<file path="config.mk">
export PLATFORM = sky130hd
export DESIGN_NAME = fir_delay_line
export DESIGN_NICKNAME = d
export VERILOG_FILES = /design/src/rtl/fir_delay_line.sv
export SDC_FILE = /design/constraint.sdc
export NUM_CORES = 1
export LEC_CHECK = 0
export CAP_MARGIN = 20
export CORE_MARGIN = 2
export CORE_UTILIZATION = 50
export CTS_CLUSTER_SIZE = 30
export DETAILED_ROUTE_END_ITERATION = 8
export PLACE_DENSITY = 0.68
export SLEW_MARGIN = 20
export SYNTH_ARGS = -nofsm -noshare
export SYNTH_HDL_FRONTEND = slang
export SYNTH_SLANG_ARGS = --single-unit
</file>
<file path="constraint.sdc">
create_clock -name clk_muestreo -period 4 [get_ports clk_muestreo]
set_input_delay 0.4 -clock clk_muestreo [delete_from_list [all_inputs] [get_ports clk_muestreo]]
set_output_delay 0.4 -clock clk_muestreo [all_outputs]
set_load 0.03 [all_outputs]
</file>
<file path="src/rtl/fir_delay_line.sv">
// Circular sample history for the FIR datapath: each accepted sample triggers a
// newest-to-oldest tap sweep to the MAC, plus a registered random-access read port.
module fir_delay_line #(
    parameter int WIDTH = 20,
    parameter int DEPTH = 8,
    parameter int AW    = $clog2(DEPTH)
) (
    input  logic             clk_muestreo,
    input  logic             reset_n,
    input  logic             clear,
    input  logic [WIDTH-1:0] din,
    input  logic             din_valid,
    output logic             din_ready,
    output logic [WIDTH-1:0] tap_data,
    output logic [AW-1:0]    tap_idx,
    output logic             tap_valid,
    input  logic             tap_ready,
    output logic             tap_last,
    input  logic [AW-1:0]    rd_addr,
    output logic [WIDTH-1:0] rd_data,
    output logic [AW:0]      fill_count
);

    typedef enum logic {IDLE, SWEEP} state_t;

    localparam int            LAST    = DEPTH - 1;
    localparam logic [AW:0]   DEPTH_W = DEPTH[AW:0];
    localparam logic [AW:0]   LAST_W  = LAST[AW:0];
    localparam logic [AW-1:0] LAST_K  = LAST[AW-1:0];

    state_t           state;
    logic [WIDTH-1:0] mem [DEPTH];
    logic [AW-1:0]    wr_ptr;
    logic [AW-1:0]    k;
    logic [AW:0]      fill;
    logic             accept;

    assign accept = (state == IDLE) && din_valid && !clear;

    // Tap idx lives at (wr_ptr - 1 - idx) mod DEPTH; the extra bit keeps the
    // wrap correct for non-power-of-two depths, and unfilled taps read as zero.
    function automatic logic [WIDTH-1:0] tap_value(input logic [AW-1:0] idx);
        logic [AW:0] addr;
        addr = {1'b0, wr_ptr} + LAST_W - {1'b0, idx};
        if (addr >= DEPTH_W) begin
            addr = addr - DEPTH_W;
        end
        tap_value = '0;
        if (({1'b0, idx} < fill) && (addr < DEPTH_W)) begin
            tap_value = mem[addr[AW-1:0]];
        end
    endfunction

    always_ff @(posedge clk_muestreo or negedge reset_n) begin
        if (!reset_n) begin
            state  <= IDLE;
            wr_ptr <= '0;
            fill   <= '0;
            k      <= '0;
        end else if (clear) begin
            state  <= IDLE;
            wr_ptr <= '0;
            fill   <= '0;
            k      <= '0;
        end else begin
            case (state)
                IDLE: begin
                    if (din_valid) begin
                        wr_ptr <= (wr_ptr == LAST_K) ? '0 : wr_ptr + 1'b1;
                        fill   <= (fill == DEPTH_W) ? fill : fill + 1'b1;
                        k      <= '0;
                        state  <= SWEEP;
                    end
                end
                SWEEP: begin
                    if (tap_ready) begin
                        if (k == LAST_K) begin
                            k     <= '0;
                            state <= IDLE;
                        end else begin
                            k <= k + 1'b1;
                        end
                    end
                end
                default: state <= IDLE;
            endcase
        end
    end

    // Sample storage is deliberately unreset; fill masks stale contents.
    always_ff @(posedge clk_muestreo) begin
        if (accept) begin
            mem[wr_ptr] <= din;
        end
    end

    always_ff @(posedge clk_muestreo or negedge reset_n) begin
        if (!reset_n) begin
            rd_data <= '0;
        end else begin
            rd_data <= tap_value(rd_addr);
        end
    end

    always_comb begin
        tap_data = tap_value(k);
    end

    assign din_ready  = (state == IDLE);
    assign tap_valid  = (state == SWEEP);
    assign tap_idx    = k;
    assign tap_last   = (state == SWEEP) && (k == LAST_K);
    assign fill_count = fill;

endmodule

</file>
==> impl_metrics.ini, run 1 <==
[status]
outcome = finished clean

[setup_path]
critPathTopFamily = buffers and inverters
reg2reg_setup_slack_ps = 1260
cp_slowest_stage_delay_ps = 630
r2r_cells = 8
endpoint_kind = output pin
cpMostUsedCell = inv_1
cp-startpoint = wr_ptr[0]
reg2reg_to = rd_data[11]
cp.arrival_ps = 3390
cp_cell_sequence = inv_1 -> ha_1 -> inv_1 -> fa_1 -> buf_12 -> mux4_1 -> mux2i_1 -> a21oi_1 -> clkdlybuf4s50_1
startpoint_type = flip-flop
r2r_start = wr_ptr[0]
critPathRequiredTime_ps = 3600
crit_type = flip-flop to output pin
crit_fanout = 40
slowest_stage = clkdlybuf4s50_1
critPathBufInv = 4

[clocking]
clkTransAtPathRegs_ps = 70
clockBufferDepth = 2
clk_latency_ps = 440
numCtsBuffers = 17
cts_resized = 0
postCtsSetupBuffers = 0
ctsHoldBuffers = 0
root_buffer = clkbuf_16
cts_tree = yes
ctsHtreeMaxLevel = 4
cts_sinks = 191

[floorplanning]
start_util_pct = 50.7
dieArea_um2 = 19200
num_rows = 49
ios = 78
die_y_um = 139
die_width_um = 139
core_area_um2 = 17800

[final_layout]
drive_gt1_share_pct = 15.7
areaGrowthSynthToFinish_pct = 18.0
fin_area_um2 = 10700
layout.cells.non_filler = 796
n_antenna_cell = 0
postLayoutCoreUtil_pct = 59.9
num-nets-final = 599

[grt]
grt_pass1_vias = 4989
antenna_found_initial = 1
overflow = 0
grt_max_degree = 41
grt_pass1_wl_mm = 29.2
grt_util_all_layers_pct = 20.7

[synth]
ys.flop_type = edfxtp_1
synthDominantCellAreaShare_pct = 53.1
ys_seq_area_share_pct = 61.7
synth_common_cells = edfxtp_1 (160), mux4_1 (64), a21oi_1 (44)
syn_area_um2 = 9050
synth_seq_cells = 191
synthArstFlopShare_pct = 16.2
synth_fp_nets = 520
syn_avg_cell_area_um2 = 19.0
yosys.cell_types.count = 30
synth_edf_count = 160
synth_area_leaders = edfxtp_1 (53%), mux4_1 (19%), dfrtp_1 (8.6%)
yosys_warnings = 0
synth.largest_area_cell = edfxtp_1
postSynthCellCount = 475
synth.most_common_cell = edfxtp_1

[routing]
drtAntennaViolNets = 0
dr.pass1.iters = 6
wl_per_cell_um = 24.1
vias = 4882
drt_iter0_markers = 395
wl_mm = 19.2
via_per_inst = 6.13
drc = 0

[timing]
slew_viol_final = 0
finClkSkew_ps = 13.0
max_clock_freq_mhz = 264
setup_tns_ps = 0
finalHoldViolCount = 0
setup_ws_ps = 213
fin_crit_sh_pct = 94.7
rsz0062_at_grt = no
min_period_ps = 3790
setup_viol_count_final = 0
max_slew_margin_pct = 33.3
worst_pin_slew_ps = 1000

[placed_design]
dpl.hpwl_mm = 11.3
place_ws_ps = 682
gp_congestion = 0.763
port_buffers = 77
dp_cells = 764
placed_area_um2 = 10100

[run]
cap_violations = 0

[pwr]
leakage_nw = 3.95
ir_drop_v = 0.000294
powerDensity_nw_per_um2 = 480

[hold_path]
hp-class = primary input to asynchronous set/reset pin
metal layers:
| layer | global-route usage (%) | vias up | share of wire [%] |
|---|---|---|---|
| li1 | - | 2153 | - |
| met1 | 27.2 | 2574 | 42 |
| met2 | 35.6 | 129 | 53 |
| met3 | 3.67 | 24 | 4.3 |
| met4 | 6.77 | 2 | 1.3 |
| met5 | 0 | - | 0.068 |
sequential cells by signal (all words and copies together), names as in the netlist:
register    cells
tap_valid       1
fill_count      4
wr_ptr          3
mem           160
tap_idx         3
rd_data        20
worst max-delay path by stage:
stage | depth (start not counted) | endpoint
2_1_floorplan | 5 | mem[1][0]
3_3_place_gp | 9 | tap_data[17]
3_5_place_dp | 9 | tap_data[17]
4_1_cts | 9 | tap_data[17]
5_1_grt | 9 | tap_data[17]
6_report | 9 | tap_data[17]
worst register-to-register path, stage by stage (launching register included):
cell and delay [ps]:
dfrtp_1 470, inv_1 100, ha_1 280, inv_1 70
fa_1 480, buf_4 490, mux4_1 410, mux2i_1 200
a21oi_1 80
layout make-up:
type,instances,area (um^2)
clock buffers,19,433
repair buffers,93,886
well taps,229,287
multi-input cells,237,3260
clock inverters,13,178
fillers,1263,7160
inverters,14,52.6
flip-flops and latches,191,5580
cells in the final DEF (no fill, tap or decap), types with 3 or more instances in the layout:
master and n:
clkdlybuf4s50_1 61, nor2_1 11, nor2_4 4, mux4_2 16, clkbuf_16 17, bufinv_16 3
a21oi_1 44, mux2i_1 41, inv_6 5, xnor2_1 3, ha_1 13, edfxtp_1 160
buf_12 3, buf_4 28, nand2_1 10, dfrtp_1 31, inv_1 13, nand2b_1 4
a21o_1 4, mux4_1 64
where the power goes:
group | total [mW] | switching, mW | internal (mW)
clock network | 1.75 | 0.750 | 1.00
logic | 1.13 | 0.604 | 0.524
registers | 2.24 | 0.0275 | 2.21
through the flow:
step                      power, mW  hold slack (ps)
after global placement         3.40              540
final                          5.12             62.7
after detailed placement       3.42              550
after floorplan                3.07              104
after CTS                      5.15             89.2
after global routing           5.30              120
kinds of logic (layout without fill, tap and decap cells):
| family | count (synthesis) | after routing | synth area share, % |
|---|---|---|---|
| buffers and inverters | 47 | 139 | 2.96 |
| and+or+nand+nor | 39 | 39 | 1.89 |
| adders and majority gates | 17 | 17 | 2.52 |
| AOI/OAI and AO/OA | 54 | 54 | 3.25 |
| xor gates and xnor gates | 6 | 6 | 0.581 |
| DFF | 191 | 191 | 61.7 |
| muxes | 121 | 121 | 27.1 |
Note: power is estimated with default switching activity, not from simulation.
==> inputs of run 2 (changes only) <==
--- a/config.mk
+++ b/config.mk
@@ -5,7 +5,7 @@
 export SDC_FILE = /design/constraint.sdc
 export NUM_CORES = 1
 export LEC_CHECK = 0
-export CAP_MARGIN = 20
+export CAP_MARGIN = 0
 export CORE_MARGIN = 2
 export CORE_UTILIZATION = 50
 export CTS_CLUSTER_SIZE = 30
==> results of run 2 <==
No change in the layout: final DEF, timing and power equal those of run 1.
